===== config.mk =====
export PLATFORM = sky130hd
export DESIGN_NAME = ahb_master_bus_ctrl
export DESIGN_NICKNAME = d
export VERILOG_FILES = /design/src/rtl/ahb_master_bus_ctrl.sv
export SDC_FILE = /design/constraint.sdc
export NUM_CORES = 1
export LEC_CHECK = 0
export CAP_MARGIN = 20
export CELL_PAD_IN_SITES_DETAIL_PLACEMENT = 0
export CELL_PAD_IN_SITES_GLOBAL_PLACEMENT = 1
export CORE_UTILIZATION = 30
export DETAILED_ROUTE_END_ITERATION = 7
export PLACE_DENSITY_LB_ADDON = 0.08
export SLEW_MARGIN = 20
export SYNTH_ARGS = -nofsm -noshare
export SYNTH_HDL_FRONTEND = slang
export SYNTH_SLANG_ARGS = --single-unit

===== constraint.sdc =====
create_clock -name HCLK -period 2.6 [get_ports HCLK]
set_clock_uncertainty 0.2 [all_clocks]
set_input_delay 0.65 -clock HCLK [delete_from_list [all_inputs] [get_ports HCLK]]
set_output_delay 0.65 -clock HCLK [all_outputs]
set_load 0.02 [all_outputs]

===== src/rtl/ahb_master_bus_ctrl.sv =====
// AHB master-side bus controller: turns a local "transfer N beats" command into
// HBUSREQ/HLOCK arbitration followed by an INCR burst of word address phases.
// Handles RETRY/SPLIT (re-arbitrate and resume), ERROR (abort) and grant loss
// mid-burst (park, re-request, restart with NONSEQ at the next unissued beat).
module ahb_master_bus_ctrl #(
  parameter int unsigned ADDR_W = 32,
  parameter int unsigned LEN_W  = 5
) (
  input  logic              HCLK,
  input  logic              HRESETn,
  input  logic              cmd_valid,
  output logic              cmd_ready,
  input  logic [ADDR_W-1:0] cmd_addr,
  input  logic [LEN_W-1:0]  cmd_len,
  input  logic              cmd_write,
  input  logic              cmd_lock,
  output logic              HBUSREQ,
  output logic              HLOCK,
  input  logic              HGRANT,
  input  logic              HREADY,
  input  logic [1:0]        HRESP,
  output logic [1:0]        HTRANS,
  output logic [ADDR_W-1:0] HADDR,
  output logic              HWRITE,
  output logic [2:0]        HBURST,
  output logic [2:0]        HSIZE,
  output logic              beat_done,
  output logic [LEN_W-1:0]  beat_idx,
  output logic              done,
  output logic              err
);

  localparam logic [1:0] TransIdle   = 2'b00;
  localparam logic [1:0] TransNonseq = 2'b10;
  localparam logic [1:0] TransSeq    = 2'b11;

  localparam logic [1:0] RespOkay  = 2'b00;
  localparam logic [1:0] RespError = 2'b01;

  // StErr holds for the second cycle of an ERROR response before reporting done.
  typedef enum logic [2:0] {StIdle, StReq, StAddr, StDrain, StErr} state_e;

  state_e              state_q;
  logic [ADDR_W-1:0]   base_q;
  logic [ADDR_W-1:0]   addr_cnt_q;
  logic [LEN_W-1:0]    len_q;
  logic [LEN_W-1:0]    iss_cnt_q;
  logic [LEN_W-1:0]    ret_cnt_q;
  logic                lock_q;

  logic                outstanding;
  logic                retire;
  logic                resp_abort;
  logic                last_accept;
  logic [LEN_W-1:0]    cmd_len_eff;
  logic [ADDR_W-1:0]   rewind_addr;

  assign HBURST = 3'b001;
  assign HSIZE  = 3'b010;

  // At most one beat is ever in its data phase: issued but not yet retired.
  assign outstanding = (iss_cnt_q != ret_cnt_q);
  assign retire      = outstanding && HREADY && (HRESP == RespOkay);
  // First cycle of a two-cycle RETRY/SPLIT/ERROR response to our own data phase.
  assign resp_abort  = outstanding && !HREADY && (HRESP != RespOkay);
  assign last_accept = ((iss_cnt_q + LEN_W'(1)) == len_q);
  assign cmd_len_eff = (cmd_len == '0) ? LEN_W'(1) : cmd_len;
  assign rewind_addr = base_q + (ADDR_W'(ret_cnt_q) << 2);

  // Control FSM with registered bus and status outputs.
  always_ff @(posedge HCLK or negedge HRESETn) begin
    if (!HRESETn) begin
      state_q    <= StIdle;
      base_q     <= '0;
      addr_cnt_q <= '0;
      len_q      <= '0;
      iss_cnt_q  <= '0;
      ret_cnt_q  <= '0;
      lock_q     <= 1'b0;
      cmd_ready  <= 1'b0;
      HBUSREQ    <= 1'b0;
      HLOCK      <= 1'b0;
      HTRANS     <= TransIdle;
      HADDR      <= '0;
      HWRITE     <= 1'b0;
      beat_done  <= 1'b0;
      beat_idx   <= '0;
      done       <= 1'b0;
      err        <= 1'b0;
    end else begin
      beat_done <= 1'b0;
      done      <= 1'b0;

      if (retire) begin
        beat_done <= 1'b1;
        beat_idx  <= ret_cnt_q;
        ret_cnt_q <= ret_cnt_q + LEN_W'(1);
      end

      if (resp_abort) begin
        // Cancel the pipelined address and resume from the first unretired beat.
        HTRANS     <= TransIdle;
        addr_cnt_q <= rewind_addr;
        iss_cnt_q  <= ret_cnt_q;
        if (HRESP == RespError) begin
          HBUSREQ <= 1'b0;
          HLOCK   <= 1'b0;
          state_q <= StErr;
        end else begin
          HBUSREQ <= 1'b1;
          HLOCK   <= lock_q;
          state_q <= StReq;
        end
      end else begin
        case (state_q)
          StIdle: begin
            cmd_ready <= 1'b1;
            if (cmd_valid && cmd_ready) begin
              base_q     <= cmd_addr;
              addr_cnt_q <= cmd_addr;
              len_q      <= cmd_len_eff;
              iss_cnt_q  <= '0;
              ret_cnt_q  <= '0;
              lock_q     <= cmd_lock;
              HWRITE     <= cmd_write;
              HBUSREQ    <= 1'b1;
              HLOCK      <= cmd_lock;
              cmd_ready  <= 1'b0;
              state_q    <= StReq;
            end
          end
          StReq: begin
            if (HGRANT && HREADY) begin
              HTRANS  <= TransNonseq;
              HADDR   <= addr_cnt_q;
              state_q <= StAddr;
            end
          end
          StAddr: begin
            if (HREADY) begin
              addr_cnt_q <= addr_cnt_q + ADDR_W'(4);
              iss_cnt_q  <= iss_cnt_q + LEN_W'(1);
              if (last_accept) begin
                // HADDR is left on the final beat so it never runs past the burst.
                HTRANS  <= TransIdle;
                HBUSREQ <= 1'b0;
                HLOCK   <= 1'b0;
                state_q <= StDrain;
              end else if (!HGRANT) begin
                HTRANS  <= TransIdle;
                state_q <= StReq;
              end else begin
                HTRANS <= TransSeq;
                HADDR  <= addr_cnt_q + ADDR_W'(4);
              end
            end
          end
          StDrain: begin
            if (retire) begin
              done      <= 1'b1;
              err       <= 1'b0;
              cmd_ready <= 1'b1;
              state_q   <= StIdle;
            end
          end
          StErr: begin
            if (HREADY) begin
              done      <= 1'b1;
              err       <= 1'b1;
              cmd_ready <= 1'b1;
              state_q   <= StIdle;
            end
          end
          default: state_q <= StIdle;
        endcase
      end
    end
  end

endmodule

Word-level counts from Yosys, hierarchy flattened

Index checks and enable logic that the tools add are counted.

Flip-flop bits (word level): 129
Bits of input ports: 46
Word-level logic and storage cells: 120

Add/subtract/negate cells: 4
Equal/unequal tests: 20
Multiplexer cells: 54
Bitwise gates (word level): 1
Reduce and logical (&&, ||, !) cells: 24

Operators by type and width:

| kind                                                            | number |
|---|---|
| 32-bit 2-to-1 mux                                               | 7 |
| 32-bit case mux with 2 select lines                             | 2 |
| 5-bit 2-to-1 mux                                                | 8 |
| 32-bit by 3-bit adder with 32-bit output, second input constant | 1 |
| 32-bit by 7-bit adder with 32-bit output                        | 1 |
| 3-bit 2-to-1 mux                                                | 9 |
| 3-bit != test, second input constant                            | 6 |
| 1-bit 2-to-1 mux                                                | 15 |
| 3-bit case mux with 5 select lines                              | 1 |
| 2-bit != test, second input constant                            | 6 |
| 4-bit AND reduction                                             | 3 |
| 6-bit AND reduction                                             | 2 |
| 5-bit by 1-bit adder with 5-bit output, second input constant   | 2 |
| 2-bit 2-to-1 mux                                                | 5 |
| 5-bit case mux with 2 select lines                              | 1 |
| 3-bit AND reduction                                             | 3 |
| 3-bit nonzero test                                              | 3 |
| 1-bit case mux with 2 select lines                              | 4 |
| 3-bit by 2-bit == test with 1-bit output, second input constant | 2 |
| 1-bit logical AND                                               | 6 |
| 2-bit nonzero test                                              | 3 |
| 5-bit == test                                                   | 1 |
| 5-bit zero test                                                 | 1 |
| 5-bit != test                                                   | 1 |
| 10 further kinds                                                | 10 |

Longest topological paths before layout

Gate-level depths: netlist (run 1).

Depth after elaboration: 7
Depth in mapped cells: 10
Mapped depth without buffers: 8

Least setup slack after synthesis (run 1)

No wires, ideal clock.

Kind: reg2reg
From: register iss_cnt_q[0]
To: register state_q[0]
Setup time: 0.125 ns
Arrival: 2.071 ns
Setup slack: 0.204 ns
Stages on the path, launching flop included: 8
Clock period less this slack: 2.396 ns
Cell sequence: dfrtp_1 > ha_1 > xor2_1 > xnor2_1 > nand4_1 > and4_1 > or3_4 > mux2_4

Longest elaborated chain between the ends: 6

Ends and longest elaborated chain:

| what                                   | RTL line | source |
|---|---|---|
| from (decl)                            | 47       | `logic [LEN_W-1:0] iss_cnt_q;` |
| from (signal assigned)                 | 104      | `iss_cnt_q <= ret_cnt_q;` |
| from (signal assigned)                 | 142      | `iss_cnt_q <= iss_cnt_q + LEN_W'(1);` |
| 5-bit by 1-bit adder with 5-bit output | 66       | `assign last_accept = ((iss_cnt_q + LEN_W'(1)) == len_q);` |
| 5-bit == test                          | 66       |  |
| 3-bit 2-to-1 mux                       | 143      | `if (last_accept) begin` |
| 3-bit 2-to-1 mux                       | 140      | `if (HREADY) begin` |
| 3-bit case mux with 5 select lines     | 115      | `case (state_q)` |
| 3-bit 2-to-1 mux                       | 100      | `if (resp_abort) begin` |
| to (signal assigned)                   | 108      | `state_q <= StErr;` |
| to (signal assigned)                   | 148      | `state_q <= StDrain;` |
| to (signal assigned)                   | 151      | `state_q <= StReq;` |
| to (decl)                              | 43       | `state_e state_q;` |

Several ways; a longest one is shown, not always the timed one. The select of a mux whose other input is x is not followed.
A chain may end at the register's enable or synchronous reset.

Final worst setup path (run 1)

From: register ret_cnt_q[0]
To: register addr_cnt_q[20]

Longest elaborated chain between the ends: 5

Ends and longest elaborated chain:

| what                                                                             | RTL line | source |
|---|---|---|
| from (decl)                                                                      | 48       | `logic [LEN_W-1:0] ret_cnt_q;` |
| from (signal assigned)                                                           | 97       | `ret_cnt_q <= ret_cnt_q + LEN_W'(1);` |
| branches (longest 5 deep; another with 32-bit by 7-bit adder with 32-bit output) | -        |  |
| to (signal assigned)                                                             | 103      | `addr_cnt_q <= rewind_addr;` |
| to (signal assigned)                                                             | 120      | `addr_cnt_q <= cmd_addr;` |
| to (signal assigned)                                                             | 141      | `addr_cnt_q <= addr_cnt_q + ADDR_W'(4);` |
| to (decl)                                                                        | 45       | `logic [ADDR_W-1:0] addr_cnt_q;` |

Parallel ways; which one is timed is not known.

==> flow_summary_export.csv, run 1 <==
group,metric,value,unit
yosys,synthCells,875,
detailed_routing,drt-wirelength-per-cell,17.4,um
setup_path,path_delay_family,"adder cells",
power,p_per_area,1180,nW/um^2
setup_path,critical_path_buf_inv_count,1,
yosys,synthArstFlopShare,100,%
detailed_routing,vias,6732,
floorplanning,initial_core_util,30.7,%
timing,max_freq,398,MHz
grt,grt_usage,19.2,%
clocking,h-tree-depth,4,
setup_path,cp_slowest_cell,"dfrtp_1",
timing,fin_crit_sh,96.6,%
placement,port_buffers,91,
setup_path,cp_cell_sequence,"ha_1 > fa_1 > a211oi_1 > o21bai_1 > buf_4 > nand2_1 > nor3_1 > xnor2_1 > a21oi_1",
final_layout,drive_above_1_share,15.2,%
yosys,ys_seq_area_share,43.0,%
grt,antenna_found_initial,0,
timing,post-route-min-period,2510,ps
placement,place_ws,-220,ps
run_status,status,"finished, final reports clean",
clocking,cts_tree,"yes",
power,vdd.ir_drop.worst,0.435,mV
setup_path,critical-path-max-stage-delay,400,ps
final_layout,antennaDiodeCount,0,
detailed_routing,final_antenna_net_count,0,
timing,worst_pin_slew,508,ps
grt,grt_overflow,0,
placement,place_hpwl,17500,um
detailed_routing,vias_per_cell,4.91,
clocking,numCtsBuffers,17,
power,p_leak,4.39,nW
setup_path,crit_arrival,2610,ps
setup_path,end_kind,"flop",
detailed_routing,drt-total-wl,23900,um
yosys,synth_edf_count,0,
detailed_routing,drc,0,
yosys,synthesis.area,7510,um^2
final_layout,area_delta_synth_final,35.1,%
setup_path,crit_required,2700,ps
final_layout,final_util,41.5,%
timing,setup_ws,88.2,ps
placement,gp_congestion,0.822,
clocking,cts.sinks,129,
yosys,yosys_warnings,0,
detailed_routing,drt_iter0_drc,379,
timing,setup_viol,0,
yosys,synthDistinctLibCells,69,
yosys,synth_seq_cells,129,
clocking,cts.reportedPaths.clkPinSlew,60,ps
setup_path,rrSetupSlack,90,ps
floorplanning,die_x,160,um
grt,grt_max_degree,61,
min_path,min_path_type,"flop to flop",
grt,grt_pass1_vias,6690,
setup_path,critPathMaxFanout,6,
floorplanning,coreArea,24500,um^2
grt,grt_pass1_wl,38200,um
final_layout,design.final.nets,1090,
job,cap_violations,0,
floorplanning,num_rows,57,
timing,relSlewSlack,66.2,%
floorplanning,pin_count,98,
yosys,synthFlopType,"dfrtp_1",
clocking,root_buffer,"clkbuf_16",
floorplanning,dieArea,25700,um^2
clocking,clk_path_buf_depth,2,
timing,rsz0062_at_grt,"yes",
timing,drv_slew,0,
yosys,synth_area_per_cell,8.58,um^2
detailed_routing,dr.pass1.iters,4,
setup_path,criticalPathCategory,"flop to flop",
clocking,clk_latency,420,ps
setup_path,start_kind,"flop",
timing,final-hold-violation-count,0,
floorplanning,die_y,160,um
final_layout,fillers,2533,
[where the power goes]
part / internal, W / switching, W
Combinational: 0.00270 / 0.00308
Clock: 0.00158 / 0.000957
Sequential: 0.00289 / 0.000780
Total: 0.00717 / 0.00482
[worst register-to-register path, stage by stage (launching register included)]
cell and delay [ps]:
dfrtp_1 400, ha_1 220, fa_1 390, a211oi_1 280, o21bai_1 200, buf_4 220, nand2_1 130, nor3_1 80
xnor2_1 180, a21oi_1 90
[final timing paths]
path	startpoint	endpoint	cells after the start
setup reg to reg	ret_cnt_q[0]	addr_cnt_q[20]	9
min in group asynchronous	HRESETn	HADDR[18]	2
hold / removal	HADDR[31]	HADDR[31]	2
max in group asynchronous	HRESETn	iss_cnt_q[4]	3
hold reg to reg	HADDR[31]	HADDR[31]	2
setup / recovery	ret_cnt_q[0]	addr_cnt_q[20]	9
[stage by stage]
step,power (W),cells,area (um^2),setup TNS (ps),hold slack [ps]
6_report,0.0120,1372,10100,0,277
4_1_cts,0.0121,1372,10100,0,284
2_1_floorplan,0.00690,879,7520,0,154
5_1_grt,0.0128,1372,10100,-4.72,309
3_5_place_dp,0.00952,1339,9520,-4240,265
3_3_place_gp,0.00950,1339,9520,-3580,262
[cells by family after synthesis]
kind of cell             after synthesis  share of synthesized area, %
adder cells (fa/ha/maj)                9                          1.60
flip-flops                           129                          43.0
AND/OR/NAND/NOR                      383                          24.0
XOR/XNOR                              78                          9.10
buffers and inverters                 66                          3.93
other                                  2                         0.100
multiplexers                          15                          2.23
AO/OA/AOI/OAI                        193                          16.1
[synth_stat cells, types with 4 or more instances]
library cell | instances | area (um^2)
a211o_1 | 4 | 35.0
mux2i_1 | 4 | 40.0
and3_1 | 18 | 113
o21ai_0 | 69 | 345
a21o_1 | 7 | 52.6
nor2b_1 | 5 | 31.3
buf_4 | 6 | 45.0
clkbuf_1 | 33 | 124
nor3_1 | 13 | 65.1
o22ai_1 | 5 | 31.3
and2_1 | 6 | 37.5
xor2_1 | 32 | 280
o221ai_1 | 8 | 70.1
nand2_1 | 197 | 739
nand3_1 | 30 | 150
dfrtp_1 | 129 | 3230
a221oi_1 | 5 | 43.8
ha_1 | 8 | 100
a211oi_1 | 10 | 75.1
and4_1 | 10 | 87.6
nor2_1 | 63 | 236
mux2_2 | 8 | 90.1
a22oi_1 | 4 | 30.0
xnor2_1 | 46 | 403
a21oi_1 | 46 | 230
o211ai_1 | 6 | 45.0
inv_1 | 5 | 18.8
nor4_1 | 9 | 56.3
nand4_1 | 14 | 87.6
buf_2 | 18 | 90.1
[metal layers]
metal / GRT usage, % / vias up / wire (um)
met3: 2.73 / 18 / 765
met1: 27.1 / 3194 / 11800
li1: - / 3379 / -
met5: 0 / - / 0
met2: 30.7 / 141 / 11100
met4: 4.98 / 0 / 250
[flip-flops by register name (all words and copies together), names as in the netlist]
name and count:
beat_idx 5, HWRITE 1, ret_cnt_q 5, HTRANS 2, HBUSREQ 1, iss_cnt_q 5
beat_done 1, base_q 32, len_q 5, HADDR 32, HLOCK 1, state_q 3
done 1, lock_q 1, err 1, cmd_ready 1, addr_cnt_q 32
[repair_timing]
action / 4_1_cts / 5_1_grt
hold endpoints to repair: 41 / 0
buffers inserted: 0 / 0
hold buffers: 1 / 0
endpoints found under the setup margin: 0 / 2
gates resized for setup: 0 / 1
[area by class of cell]
class	count	area [um^2]	area share [%]
clock inverter	10	133	1.31
timing repair buffer	198	1870	18.4
multi-input combinational	684	4020	39.6
clock buffer	22	474	4.67
tap	324	405	4.00
inverter	5	18.8	0.185
sequential	129	3230	31.8
[cells in the final DEF (no fill, tap or decap), drive strengths merged, types with 3 or more instances in the layout]
master           n
clkdlybuf4s50   90
ha               8
a21o             7
a21oi           46
nand4           15
a22oi            4
nor4            11
nor2            63
clkinv           4
o21ai           70
a211oi          11
and3            18
a211o            4
a21boi           3
clkinvlp         3
o221ai           8
a221oi           5
dfrtp          129
clkbuf          22
and2             6
bufinv           3
o211ai           6
mux2i            4
xor2            32
inv              5
conb             6
nor3b            3
mux2            11
nand3           30
o31ai            3
o22ai            5
buf            107
nor2b            5
nor3            15
nand2          197
nand3b           3
xnor2           46
and4            10
(Power assumes the default switching activity.)
==> inputs of run 2 (changes only) <==
--- a/config.mk
+++ b/config.mk
@@ -6,8 +6,6 @@
 export NUM_CORES = 1
 export LEC_CHECK = 0
 export CAP_MARGIN = 20
-export CELL_PAD_IN_SITES_DETAIL_PLACEMENT = 0
-export CELL_PAD_IN_SITES_GLOBAL_PLACEMENT = 1
 export CORE_UTILIZATION = 30
 export DETAILED_ROUTE_END_ITERATION = 7
 export PLACE_DENSITY_LB_ADDON = 0.08
==> run 2 against run 1 <==
Clock power rose by 6%. Wire length grew 1.1%. Fmax rose by 0.66%. Cell count is the same. Sequential share of layout area fell by 0.14 points. Core utilization increased by 0.20 points. Flip-flop and latch count is the same. Register-to-register slack gained 20 ps. Worst setup slack better by 16 ps. Via count up 1.8%. First-iteration DRC count increased by 4.7%. Largest cell class unchanged.
==> flow_summary_export.csv, run 2 (same netlist as run 1, synthesis figures left out) <==
group,metric,value,unit
run_status,status,"finished, final reports clean",
detailed_routing,drt-total-wl,24200,um
power,power_frac_seq,30.1,%
timing,worst_pin_slew,524,ps
grt,grt_overflow,0,
clocking,clk_latency,440,ps
detailed_routing,drt_iter0_drc,397,
floorplanning,die_x,160,um
setup_path,critPathMaxFanout,4,
placement,port_buffers,91,
placement,place_hpwl,17800,um
detailed_routing,drc,0,
grt,grt_usage,19.5,%
final_layout,design_area,10200,um^2
power,p_switching,0.00490,W
job,cap_violations,0,
timing,final-hold-violation-count,0,
clocking,root_buffer,"clkbuf_16",
setup_path,start_kind,"flop",
final_layout,top_regs,"HADDR x32, addr_cnt_q x32, base_q x32",
clocking,cts_tree,"yes",
timing,fin_crit_sh,96.0,%
power,comb_power_share,47.8,%
detailed_routing,vias_per_cell,5.00,
final_layout,multiInputGateArea,4060,um^2
power,p_sw_share,40.1,%
timing,post-route-min-period,2500,ps
floorplanning,dieArea,25700,um^2
setup_path,crit_required,2730,ps
timing,relSlewSlack,64.8,%
power,p_leak,4.41,nW
final_layout,drive_above_1_share,15.8,%
power,vdd.ir_drop.worst,0.470,mV
floorplanning,die_y,160,um
timing,rsz0062_at_grt,"no",
final_layout,area_delta_synth_final,35.7,%
clocking,clk_path_buf_depth,2,
grt,grt_pass1_vias,6708,
grt,antenna_found_initial,0,
floorplanning,num_rows,57,
final_layout,design.final.nets,1090,
final_layout,fillers,2480,
detailed_routing,dr.pass1.iters,5,
detailed_routing,drt-wirelength-per-cell,17.6,um
clocking,numCtsBuffers,17,
timing,max_freq,401,MHz
grt,grt_max_degree,61,
floorplanning,initial_core_util,30.7,%
final_layout,final_cell_mix,"197 x nand2_1, 128 x dfrtp_1, 97 x buf_4",
detailed_routing,final_antenna_net_count,0,
power,p_per_area,1200,nW/um^2
final_layout,ff_latch_area,3230,um^2
setup_path,crit_arrival,2630,ps
floorplanning,coreArea,24500,um^2
grt,grt_pass1_wl,38600,um
floorplanning,pin_count,98,
clocking,cts.sinks,129,
placement,place_area,9490,um^2
power,clock_power_share,22.1,%
power,internal-power,0.00732,W
final_layout,final_common_cell,"nand2_1",
setup_path,rrSetupSlack,100,ps
final_layout,antennaDiodeCount,0,
final_layout,final_util,41.7,%
placement,gp_congestion,0.835,
clocking,h-tree-depth,4,
timing,setup_viol,0,
min_path,min_path_type,"flop to flop",
timing,drv_slew,0,
detailed_routing,vias,6854,
setup_path,end_kind,"flop",
clocking,cts.reportedPaths.clkPinSlew,60,ps
setup_path,criticalPathCategory,"flop to flop",
[run 2: repair_timing]
item | 4_1_cts | 5_1_grt
hold buffers | 1 | 0
pin swaps | 1 | 1
buffers inserted | 0 | 0
resized for setup | 1 | 7
setup endpoints to repair | 1 | 6
endpoints found under the hold margin | 39 | 0
[run 2: per-layer routing]
metal / vias up / share of wire [%] / wire [um] / global-route usage (%)
met5: - / 0 / 0 / 0
met4: 0 / 1.6 / 378 / 5.97
met3: 26 / 4.8 / 1170 / 3.84
met2: 200 / 44 / 10700 / 30.1
met1: 3251 / 49 / 11900 / 27.5
li1: 3377 / - / - / -
[run 2: area by class of cell]
type / instances / share of cell area [%]
clock inverter: 13 / 2.06
sequential: 129 / 31.7
multi-input combinational: 684 / 39.8
timing repair buffer: 198 / 18.0
inverter: 5 / 0.184
tap: 324 / 3.98
clock buffer: 19 / 4.35
[run 2: path summary, 6_finish.rpt]
path,from,endpoint,cells after the start
max in group asynchronous,HRESETn,addr_cnt_q[11],3
hold / removal,HADDR[20],HADDR[20],2
setup reg to reg,iss_cnt_q[0],state_q[1],8
min in group asynchronous,HRESETn,HADDR[31],2
hold reg to reg,HADDR[20],HADDR[20],2
setup / recovery,iss_cnt_q[0],state_q[1],8
[run 2: power by group through the flow]
stage | clock network [W] | registers, W | logic, W
final | 0.00270 | 0.00367 | 0.00584
after global routing | 0.00284 | 0.00381 | 0.00644
after CTS | 0.00276 | 0.00367 | 0.00583
after detailed placement | 0 | 0.00369 | 0.00580
after global placement | 0 | 0.00370 | 0.00579
after floorplan | 0 | 0.00387 | 0.00303
[run 2: metrics by stage]
step           power [W]  TNS [ps]  hold WS [ps]  worst slack (ps)  cells
6_report          0.0122         0           274               105   1372
5_1_grt           0.0131         0           305              1.96   1372
4_1_cts           0.0123         0           281              3.49   1372
3_5_place_dp     0.00949     -3120           265              -174   1339
3_3_place_gp     0.00949     -2860           259              -169   1339
2_1_floorplan    0.00690         0           154               204    879
[run 2: worst max-delay path, stage by stage, from the launching register on]
cell and delay, ps:
dfrtp_1 420, ha_1 330, xor2_1 150, nor2_1 170, nand4_1 170, and4_1 260, or3_4 380, buf_4 140
a21o_1 160
